--- src/rtl/dsp_acc_cascade_array_if.sv ---
// Sample/result bundle for dsp_acc_cascade_array.
// The master drives the tap operands; the slave (the accumulator) returns the results.
interface dsp_acc_cascade_array_if #(
   parameter int N_TAPS = 4,
   parameter int IN_W   = 18,
   parameter int ACC_W  = 48,
   parameter int OUT_W  = 16
);
   logic                     in_valid;
   logic [N_TAPS*IN_W-1:0]   op;
   logic [N_TAPS-1:0]        cin;
   logic                     mode;
   logic signed [ACC_W-1:0]  result;
   logic                     result_valid;
   logic signed [OUT_W-1:0]  out_sat;
   logic                     out_ovf;
   logic                     out_valid;

   modport master (
      output in_valid, op, cin, mode,
      input  result, result_valid, out_sat, out_ovf, out_valid
   );
   modport slave (
      input  in_valid, op, cin, mode,
      output result, result_valid, out_sat, out_ovf, out_valid
   );
endinterface

--- src/rtl/dsp_acc_cascade_array.sv ---
// Skewed systolic cascade adder over N_TAPS signed operands with per-tap carry,
// followed by a preload/accumulate register and a round/shift/saturate stage.
module dsp_acc_cascade_array #(
   parameter int N_TAPS     = 4,
   parameter int IN_W       = 18,
   parameter int ACC_W      = 48,
   parameter int OUT_W      = 16,
   parameter int FRAC_SHIFT = 0
) (
   input  logic clk,
   input  logic areset,
   input  logic clken,
   input  logic dsp_reset,
   dsp_acc_cascade_array_if.slave bus
);
   localparam logic signed [ACC_W:0] RND     = ((ACC_W+1)'(1) << FRAC_SHIFT) >> 1;
   localparam logic signed [ACC_W:0] SAT_MAX = {{(ACC_W-OUT_W+2){1'b0}}, {(OUT_W-1){1'b1}}};
   localparam logic signed [ACC_W:0] SAT_MIN = {{(ACC_W-OUT_W+2){1'b1}}, {(OUT_W-1){1'b0}}};

   // dsp_reset must clear state even while clken is low
   logic upd;
   assign upd = clken | dsp_reset;

   // vld_pipe: [0] in1, [1] in2, [2+k] cascade stage k, [N+2] result, [N+3] out
   logic [N_TAPS+3:0]               vld_pipe_q, vld_pipe_d;
   logic [N_TAPS+1:0]               mode_pipe_q, mode_pipe_d;
   logic [N_TAPS*IN_W-1:0]          op1_q, op1_d, op2_q, op2_d;
   logic [N_TAPS-1:0]               cin1_q, cin1_d, cin2_q, cin2_d;
   logic [N_TAPS-1:0][IN_W-1:0]     tap_op;
   logic [N_TAPS-1:0]               tap_cin;
   logic [N_TAPS-1:0][ACC_W-1:0]    s_q, s_d;
   logic [ACC_W-1:0]                p_q, p_d;
   logic signed [OUT_W-1:0]         osat_q, osat_d;
   logic                            ovf_q, ovf_d;
   logic signed [ACC_W:0]           t_sum, t_sh;

   for (genvar k = 0; k < N_TAPS; k++) begin : g_tap
      if (k == 0) begin : g_direct
         assign tap_op[k]  = op2_q[k*IN_W +: IN_W];
         assign tap_cin[k] = cin2_q[k];
      end else begin : g_skew
         // k extra registers align tap k with the partial sum reaching stage k
         logic [k-1:0][IN_W-1:0] sk_op_q, sk_op_d;
         logic [k-1:0]           sk_cin_q, sk_cin_d;
         always_comb begin
            sk_op_d     = '0;
            sk_cin_d    = '0;
            sk_op_d[0]  = op2_q[k*IN_W +: IN_W];
            sk_cin_d[0] = cin2_q[k];
            for (int j = 1; j < k; j++) begin
               sk_op_d[j]  = sk_op_q[j-1];
               sk_cin_d[j] = sk_cin_q[j-1];
            end
            if (dsp_reset) begin
               sk_op_d  = '0;
               sk_cin_d = '0;
            end
         end
         always_ff @(posedge clk or posedge areset) begin
            if (areset) begin
               sk_op_q  <= '0;
               sk_cin_q <= '0;
            end else if (upd) begin
               sk_op_q  <= sk_op_d;
               sk_cin_q <= sk_cin_d;
            end
         end
         assign tap_op[k]  = sk_op_q[k-1];
         assign tap_cin[k] = sk_cin_q[k-1];
      end
   end

   always_comb begin
      vld_pipe_d  = {vld_pipe_q[N_TAPS+2:0], bus.in_valid};
      mode_pipe_d = {mode_pipe_q[N_TAPS:0], bus.mode};
      op1_d  = bus.op;
      cin1_d = bus.cin;
      op2_d  = op1_q;
      cin2_d = cin1_q;
      for (int k = 0; k < N_TAPS; k++)
         s_d[k] = (k == 0 ? ACC_W'(0) : s_q[(k == 0) ? 0 : k-1])
                + ACC_W'(signed'(tap_op[k])) + ACC_W'(tap_cin[k]);

      p_d = p_q;
      if (vld_pipe_q[N_TAPS+1])
         p_d = mode_pipe_q[N_TAPS+1] ? p_q + s_q[N_TAPS-1] : s_q[N_TAPS-1];

      // one guard bit so the rounding add cannot wrap before saturation
      t_sum  = $signed({p_q[ACC_W-1], p_q}) + RND;
      t_sh   = t_sum >>> FRAC_SHIFT;
      osat_d = osat_q;
      ovf_d  = ovf_q;
      if (vld_pipe_q[N_TAPS+2]) begin
         if (t_sh > SAT_MAX) begin
            osat_d = SAT_MAX[OUT_W-1:0];
            ovf_d  = 1'b1;
         end else if (t_sh < SAT_MIN) begin
            osat_d = SAT_MIN[OUT_W-1:0];
            ovf_d  = 1'b1;
         end else begin
            osat_d = t_sh[OUT_W-1:0];
            ovf_d  = 1'b0;
         end
      end

      if (dsp_reset) begin
         vld_pipe_d  = '0;
         mode_pipe_d = '0;
         op1_d  = '0;
         cin1_d = '0;
         op2_d  = '0;
         cin2_d = '0;
         s_d    = '0;
         p_d    = '0;
         osat_d = '0;
         ovf_d  = 1'b0;
      end
   end

   always_ff @(posedge clk or posedge areset) begin
      if (areset) begin
         vld_pipe_q  <= '0;
         mode_pipe_q <= '0;
         op1_q  <= '0;
         cin1_q <= '0;
         op2_q  <= '0;
         cin2_q <= '0;
         s_q    <= '0;
         p_q    <= '0;
         osat_q <= '0;
         ovf_q  <= 1'b0;
      end else if (upd) begin
         vld_pipe_q  <= vld_pipe_d;
         mode_pipe_q <= mode_pipe_d;
         op1_q  <= op1_d;
         cin1_q <= cin1_d;
         op2_q  <= op2_d;
         cin2_q <= cin2_d;
         s_q    <= s_d;
         p_q    <= p_d;
         osat_q <= osat_d;
         ovf_q  <= ovf_d;
      end
   end

   assign bus.result       = p_q;
   assign bus.result_valid = vld_pipe_q[N_TAPS+2];
   assign bus.out_sat      = osat_q;
   assign bus.out_ovf      = ovf_q;
   assign bus.out_valid    = vld_pipe_q[N_TAPS+3];
endmodule
--- src/flat_wrapper.sv ---
// flat-port wrapper written by rule: the top's interface ports become plain ports
module dsp_acc_cascade_array_flat 
#(
   parameter int N_TAPS     = 4,
   parameter int IN_W       = 18,
   parameter int ACC_W      = 48,
   parameter int OUT_W      = 16,
   parameter int FRAC_SHIFT = 0
)
  (clk, areset, clken, dsp_reset, bus_in_valid, bus_op, bus_cin, bus_mode, bus_result, bus_result_valid, bus_out_sat, bus_out_ovf, bus_out_valid);
  dsp_acc_cascade_array_if #(.N_TAPS(N_TAPS), .IN_W(IN_W), .ACC_W(ACC_W), .OUT_W(OUT_W)) bus_i ();
  input  logic clk;
  input  logic areset;
  input  logic clken;
  input  logic dsp_reset;
  input wire logic [$bits(bus_i.in_valid)-1:0] bus_in_valid;
  input wire logic [$bits(bus_i.op)-1:0] bus_op;
  input wire logic [$bits(bus_i.cin)-1:0] bus_cin;
  input wire logic [$bits(bus_i.mode)-1:0] bus_mode;
  output wire logic [$bits(bus_i.result)-1:0] bus_result;
  output wire logic [$bits(bus_i.result_valid)-1:0] bus_result_valid;
  output wire logic [$bits(bus_i.out_sat)-1:0] bus_out_sat;
  output wire logic [$bits(bus_i.out_ovf)-1:0] bus_out_ovf;
  output wire logic [$bits(bus_i.out_valid)-1:0] bus_out_valid;
  assign bus_i.in_valid = bus_in_valid;
  assign bus_i.op = bus_op;
  assign bus_i.cin = bus_cin;
  assign bus_i.mode = bus_mode;
  assign bus_result = bus_i.result;
  assign bus_result_valid = bus_i.result_valid;
  assign bus_out_sat = bus_i.out_sat;
  assign bus_out_ovf = bus_i.out_ovf;
  assign bus_out_valid = bus_i.out_valid;
  dsp_acc_cascade_array #(.N_TAPS(N_TAPS), .IN_W(IN_W), .ACC_W(ACC_W), .OUT_W(OUT_W), .FRAC_SHIFT(FRAC_SHIFT)) u_core (.clk(clk), .areset(areset), .clken(clken), .dsp_reset(dsp_reset), .bus(bus_i));
endmodule
--- config.mk ---
export PLATFORM = sky130hd
export DESIGN_NAME = dsp_acc_cascade_array_flat
export DESIGN_NICKNAME = d
export VERILOG_FILES = /design/src/rtl/dsp_acc_cascade_array_if.sv /design/src/rtl/dsp_acc_cascade_array.sv /design/src/flat_wrapper.sv
export SDC_FILE = /design/constraint.sdc
export NUM_CORES = 1
export LEC_CHECK = 0
export CORE_MARGIN = 8
export CORE_UTILIZATION = 55
export CTS_BUF_LIST = sky130_fd_sc_hd__clkbuf_16
export DETAILED_ROUTE_END_ITERATION = 8
export HOLD_SLACK_MARGIN = 0.02
export PLACE_DENSITY = 0.74
export SYNTH_ARGS = -nofsm -noshare
export SYNTH_HDL_FRONTEND = slang
export SYNTH_SLANG_ARGS = --single-unit
--- constraint.sdc ---
create_clock -name clk -period 24.2 [get_ports clk]
set_input_delay 4.84 -clock clk [delete_from_list [all_inputs] [get_ports clk]]
set_output_delay 4.84 -clock clk [all_outputs]
set_load 0.01 [all_outputs]
# --- Word level (Yosys, flattened, before mapping) ---
# Index checks and enable logic that the tools add are counted.
word_totals:
  register_bits: 537
  output_inout_bits: 67
  wordCells: 61
classes:
  addsub: 8
  order_cmp: 2
  n_mux: 24
  bitwise: 1
  n_reduce_logical: 4
ops:
  columns: ["operator", "count"]
  rows:
  - ["$add 48x48->48", 4]
  - ["$mux 192", 1]
  - ["$add 48x1->48", 3]
  - ["$mux 48", 3]
  - ["$mux 72", 2]
  - ["$mux 16", 4]
  - ["$mux 54", 1]
  - ["$gt 48x16->1 const B", 1]
  - ["$lt 48x16->1 const B", 1]
  - ["$mux 36", 1]
  - ["$add 18x2->19", 1]
  - ["$mux 18", 1]
  - ["$mux 4", 2]
  - ["$mux 8", 1]
  - ["$mux 6", 1]
  - ["$mux 1", 5]
  - ["$reduce_and 2->1", 2]
  - ["$reduce_bool 2->1", 2]
  - ["$mux 3", 1]
  - ["$mux 2", 1]
  - ["$or 1x1->1", 1]

# --- Longest topological paths before layout ---
logic_depth:
  word_depth: 5
  ltp_mapped: 14

# --- Worst setup path after synthesis ---
# OpenSTA, ideal clock, no wires.
synth_path:
  kind: "input to register"
  startpoint: "input clken"
  endpoint: "register u_core.p_q[30], in the netlist u_core.bus.result[30]"
  t_arrival_ps: 6414
  t_required_ps: 24104
  path_slack_ps: 17690
  stages: 8
  n_path_buf: 2
  cell_sequence: "clkbuf_1 > inv_1 > nor2_1 > nand2_1 > nor2_1 > clkbuf_1 > a22oi_1 > o31ai_1"
synth_between:
  elab_chain_len: 2
synth_lines:
  columns: ["element", "line", "rtl"]
  rows:
  - ["from (decl)", "flat_wrapper.sv:14", "input logic clken;"]
  - ["$or 1x1->1", "dsp_acc_cascade_array.sv:22", "assign upd = clken | dsp_reset;"]
  - ["$reduce_and 2->1 (no line)", null, null]
  - ["to (signal assigned)", "dsp_acc_cascade_array.sv:140", "p_q <= p_d;"]
  - ["to (decl)", "dsp_acc_cascade_array.sv:32", "logic [ACC_W-1:0] p_q, p_d;"]
# No other way between the ends.
# A chain may end at the register's enable or synchronous reset.

# --- Final worst setup path ---
layout_path:
  startpoint: "input clken"
  endpoint: "register u_core.g_tap[3].g_skew.sk_op_q[5] (netlist name)"
layout_between:
  elab_chain_len: 1
layout_lines:
  columns: ["element", "line", "rtl"]
  rows:
  - ["$or 1x1->1", "dsp_acc_cascade_array.sv:22", null]
  - ["to (signal assigned)", "dsp_acc_cascade_array.sv:64", "sk_op_q <= sk_op_d;"]
  - ["to (decl)", "dsp_acc_cascade_array.sv:43", "logic [k-1:0][IN_W-1:0] sk_op_q, sk_op_d;"]
# No other way between the ends.

==> results.yml <==
global_route:
  grt_max_degree: 136
  grt_antenna_before_repair: 0
  grt.overflow.total: 0
  grt_pass1_wl_microns: 112000
  grt_pass1_vias: 21900
  grt_usage_pct: 22.3
synthesis:
  syn_inst: 2921
  ys.flop_type: "dfrtp_1"
  yosysTopAreaCell: "dfrtp_1"
  synthesis.area_sq_mm: 0.0285
  synth_seq_cells: 508
  ys_types: 75
  async_flop_share_pct: 100
  yosys-top-cells-area: "dfrtp_1, mux2i_1, ha_1"
  avgSynthCellArea_sq_um: 9.77
  synth_top_area_share_pct: 44.5
  synth_nets: 3169
  yosysWarnings: 0
  yosysSeqAreaShare_pct: 44.5
  synth_edf_count: 0
sta:
  fin_tns_setup_ps: 0
  slew_viol_final: 0
  layout_min_cycle_time_ps: 8040
  rsz0062_at_grt: "no"
  final_hold_viol_count: 0
  clock.fmax_mhz: 124
  post-route-period-util_pct: 33.2
  slew_headroom_pct: 22.0
  skew_ps: 18.6
  setup_slack_ps: 16160
  setup_viol: 0
  max_slew.worst_pin.slew_ps: 1170
placement:
  portBuffers: 148
  placed_area_sq_mm: 0.0305
  dpl_worst_slack_ps: 15590
  globalplace.congestion: 0.909
  hpwlAfterDp_microns: 47500
  dp.cells: 3629
worst_hold_path:
  min_path_type: "flip-flop to flip-flop"
  hold-path-endpoint: "u_core.s_q[87]$_DFFE_PP0P_"
  hold_depth: 1
  min_from: "u_core.s_q[87]$_DFFE_PP0P_"
setup_path:
  cp_data_arrival_time_ps: 8480
  rr_endpoint: "u_core.s_q[191]$_DFFE_PP0P_"
  cp_cell_sequence: "buf_8 -> buf_4 -> buf_4 -> buf_4 -> mux2i_1 -> nor2_1"
  r2r_cells: 11
  crit_top_cell: "buf_4"
  start_kind: "primary input"
  worstPathMaxFanout: 72
  critical_path.slowest_cell: "buf_4"
  cp.required_ps: 24640
  cp_top_family: "buffers and inverters"
  r2r_slack_ps: 20420
  max_stage_delay_ps: 910
  crit_buf_inv: 4
  critPathKind: "primary input to flip-flop"
  endpoint_kind: "flip-flop"
  rr_startpoint: "u_core.g_tap[3].g_skew.sk_cin_q[2]$_DFFE_PP0P_"
clock_network:
  clock_path_buffers: 3
  cts_resized: 0
  clk_latency_ps: 610
  cts_setup_buffers: 0
  h-tree-depth: 2
  cts_root_buf: "clkbuf_16"
  postCtsHoldBufs: 0
  cts_made_buffers: 54
  cts_tree: "done"
  clock-sinks: 508
  path_clk_slew_ps: 60
floorplanning:
  die_w_microns: 244
  initial_utilization_pct: 55.6
  fp.coreArea_sq_mm: 0.0513
  fp.dieH_microns: 244
  dieArea_sq_mm: 0.0594
  rows: 83
  io_pins: 149
routing:
  wirelength_microns: 68000
  drtIter0Drc: 1449
  vias_per_cell: 5.87
  vias: 21900
  wl_per_cell_microns: 18.2
  drc: 0
  drtPass1Iterations: 5
  ant_nets: 0
layout:
  stdcell_count: 3727
  fin_nets: 3253
  area_delta_synth_final_pct: 13.1
  num_antenna_cells: 0
  design_area_sq_mm: 0.0323
  utilization_pct: 62.9
  drive_gt1_share_pct: 4.40
  nFillCells: 4217
pwr:
  vdd_drop_max_uv: 64.5
  power.density_mw_per_mm2: 56.4
  p_leak_uw: 0.0162
run:
  drv_cap: 0
status:
  status: "finished clean"
## flip-flops by register name (all words and copies together), names as in the netlist, 6 cells and up
signal / count
u_core.s_q: 163
u_core.g_tap.g_skew.sk_op_q: 108
u_core.op1_q: 72
u_core.op2_q: 72
u_core.bus.result: 48
u_core.bus.out_sat: 16
u_core.vld_pipe_q: 8
u_core.g_tap.g_skew.sk_cin_q: 6
u_core.mode_pipe_q: 6
## final cells by class
type                       count  area (sq um)  share of cell area (%)
tap                          680           851                    2.63
inverter                      54           210                   0.651
multi-input combinational   2215         15100                    46.8
timing repair buffer         172          1670                    5.18
clock buffer                  55          1380                    4.26
clock inverter                43           362                    1.12
sequential                   508         12700                    39.4
## placed cells by master, fill, tap and decap left out, types with 7 or more instances in the layout
| master | count |
|---|---|
| dfrtp_1 | 508 |
| nor2_1 | 452 |
| mux2i_1 | 341 |
| nand2_1 | 186 |
| o21ai_0 | 185 |
| a21oi_1 | 170 |
| ha_1 | 159 |
| clkdlybuf4s50_1 | 146 |
| a21o_1 | 104 |
| xor2_1 | 71 |
| xnor2_1 | 70 |
| inv_1 | 69 |
| clkbuf_16 | 55 |
| nand3_1 | 44 |
| nand4_1 | 34 |
| a211oi_1 | 30 |
| a22oi_1 | 29 |
| nor3_1 | 27 |
| o21bai_1 | 27 |
| nor2b_1 | 24 |
| buf_4 | 24 |
| a31oi_1 | 19 |
| nor4_1 | 17 |
| and2_1 | 15 |
| and3_1 | 14 |
| o21a_1 | 13 |
| nand2b_1 | 13 |
| or3_1 | 13 |
| o21ai_1 | 12 |
| o31ai_1 | 12 |
| and4_1 | 11 |
| clkinv_2 | 11 |
| a21boi_0 | 9 |
| o211ai_1 | 8 |
| fa_1 | 7 |
## worst reg2reg max path, delay by kind of cell (launching register included)
| family | cells | cell delay (ps) |
|---|---|---|
| AOI/OAI and AO/OA | 8 | 2140 |
| adders and majority gates | 1 | 480 |
| DFF | 1 | 420 |
| and+or+nand+nor | 2 | 630 |
## per-layer routing
layer / routed length (microns) / up-vias / track usage [%]
li1: - / 10600 / -
met1: 30200 / 10700 / 29.3
met4: 1700 / 0 / 6.10
met2: 32800 / 456 / 38.0
met5: 0 / - / 0
met3: 3230 / 114 / 3.67
## synthesized netlist by cell type (all sizes together) (21+ instances only)
master	number
nor3	27
ha	159
xnor2	70
a211oi	32
a22oi	29
buf	46
xor2	71
inv	54
nand2	186
clkbuf	98
a21oi	173
nor2b	24
o21ai	199
nand3	44
a31oi	21
dfrtp	508
nand4	34
nor2	455
a21o	104
mux2i	341
o21bai	27
## power breakdown
group          internal [uW]  switching [uW]  total [uW]
Combinational           48.5            76.9         125
Clock                    474             339         813
Sequential               869            14.3         883
Total                   1390             430        1820
## worst max path at each step
stage	from	to	slack, ps	cells past startpoint
floorplan	areset	u_core.bus.out_ovf$_DFFE_PP0P_	5170	1
global placement	clken	u_core.vld_pipe_q[4]$_DFFE_PP0P_	15700	6
detailed placement	clken	u_core.g_tap[3].g_skew.sk_op_q[26]$_DFFE_PP0P_	15590	6
CTS	clken	u_core.g_tap[3].g_skew.sk_cin_q[0]$_DFFE_PP0P_	16220	6
global route	clken	u_core.g_tap[3].g_skew.sk_op_q[5]$_DFFE_PP0P_	16010	6
finish	clken	u_core.g_tap[3].g_skew.sk_op_q[5]$_DFFE_PP0P_	16160	6
## stage by stage
stage          hold WS [ps]  total power, uW
5_1_grt                 496             1890
4_1_cts                 485             1840
3_5_place_dp            473             1020
2_1_floorplan           454              983
3_3_place_gp            462             1020
6_report                482             1820
## cell families after synthesis
| group | share of synthesized area (%) |
|---|---|
| buf+inv | 2.62 |
| flops | 44.5 |
| fa+ha+maj | 7.46 |
| compound gates | 15.8 |
| xor+xnor | 4.33 |
| simple gates | 13.2 |
| mux | 12.0 |
(Power assumes the default switching activity.)
==> patch: new RTL, config.mk and constraints unchanged <==
`IN_W` is set to 18 in 3 places; all go to 14.
--- a/src/rtl/dsp_acc_cascade_array_if.sv
+++ b/src/rtl/dsp_acc_cascade_array_if.sv
@@ -3,5 +3,5 @@
 interface dsp_acc_cascade_array_if #(
    parameter int N_TAPS = 4,
-   parameter int IN_W   = 18,
+   parameter int IN_W   = 14,
    parameter int ACC_W  = 48,
    parameter int OUT_W  = 16
--- a/src/rtl/dsp_acc_cascade_array.sv
+++ b/src/rtl/dsp_acc_cascade_array.sv
@@ -3,5 +3,5 @@
 module dsp_acc_cascade_array #(
    parameter int N_TAPS     = 4,
-   parameter int IN_W       = 18,
+   parameter int IN_W       = 14,
    parameter int ACC_W      = 48,
    parameter int OUT_W      = 16,
--- a/src/flat_wrapper.sv
+++ b/src/flat_wrapper.sv
@@ -3,5 +3,5 @@
 #(
    parameter int N_TAPS     = 4,
-   parameter int IN_W       = 18,
+   parameter int IN_W       = 14,
    parameter int ACC_W      = 48,
    parameter int OUT_W      = 16,
Interface: changed (resized bus_op); port bits go from 149 to 133. The function was not compared with the original's and may differ.
==> patch against the unedited design <==
- combinational power down 11%
- sequential share of layout area shrank 1.6 points
- design area is 8.5% lower
- via count down 6.4%
- synthesized cell count fell by 6.0%
- synthesized area down 7.9%
- worst hold slack lost 2.9 ps
- largest power group unchanged
- total power shrank 12%
- setup slack improved by 240 ps
- sequential cell count fell by 62
- wire length decreased by 6.6%
- clock power fell by 12%
- non-clock buffer count fell by 20
==> patch: results (changes against the unedited design) <==
outcome finished, final reports clean (unchanged); mux share of post-synthesis cell area 11.5% (was 12.0%); seq pwr 0.775 mW (was 0.883 mW); sequential element share of the synthesized area 42.5% (was 44.5%); DP Area 0.0280 sq mm (was 0.0305 sq mm); Worst slew margin 13.5% (was 22.0%); met3 wire len 2.35 mm (was 3.23 mm); layout clock buffer count 48 (was 55); vias in the first global route 20376 (was 21876); multi-input gates 2105 (was 2215); FF+latch area 0.0112 sq mm (was 0.0127 sq mm); Post-DP HPWL 45.4 mm (was 47.5 mm); DRT met1 WL 28.7 mm (was 30.2 mm); TritonRoute pass-1 iters 6 (was 5); ranking of synthesized cells by area dfrtp_1 (42%), mux2i_1 (11%), ha_1 (7.3%) (was dfrtp_1 (45%), mux2i_1 (12%), ha_1 (7.0%)); WHS 479 ps (was 482 ps); post-synthesis cell type count 81 (was 75); placed instance count 3379 (was 3629); clk pwr 0.719 mW (was 0.813 mW); RR Startpoint u_core.g_tap[1].g_skew.sk_cin_q (was u_core.g_tap[3].g_skew.sk_cin_q[2]); gpl congestion 0.885 (was 0.909); pre-CTS setup slack 15610 ps (was 15590 ps); Cells after Synth 2745 (was 2921); post-layout util 62.3% (was 62.9%); first-pass GRT wire length 106 mm (was 112 mm); layout filler cell count 3995 (was 4217); Signal inverters 61 (was 54); start point of the worst hold path u_core.bus.out_sat[11] (was u_core.s_q[87])
[patch: cell types whose count changed after synthesis, moves of 17 or more]
| cell | delta |
|---|---|
| xnor2_1 | +17 |
| nor2_1 | -38 |
| mux2i_1 | -39 |
| buf_1 | -20 |
| o21ai_0 | -23 |
| dfrtp_1 | -62 |
| xor2_1 | -17 |
[patch: how the worst max path moves through the flow]
stage	from	end	slack (ps)
3_5_place_dp	areset	u_core.s_q[57]	15610
6_report	areset	u_core.s_q[71]	16390
2_1_floorplan	areset	u_core.bus.out_ovf	6930
3_3_place_gp	areset	u_core.s_q[55]	15690
5_1_grt	areset	u_core.g_tap[1].g_skew.sk_op_q[12]	15830
4_1_cts	areset	u_core.g_tap[1].g_skew.sk_op_q[12]	16250
[patch: logic make-up (layout without fill, tap and decap cells)]
kind of cell    count (synthesis)  count (layout)
simple gates                  799             799
compound gates                698             698
flops                         446             446
mux                           303             303
buf+inv                       194             301
fa+ha+maj                     164             164
xor+xnor                      141             141
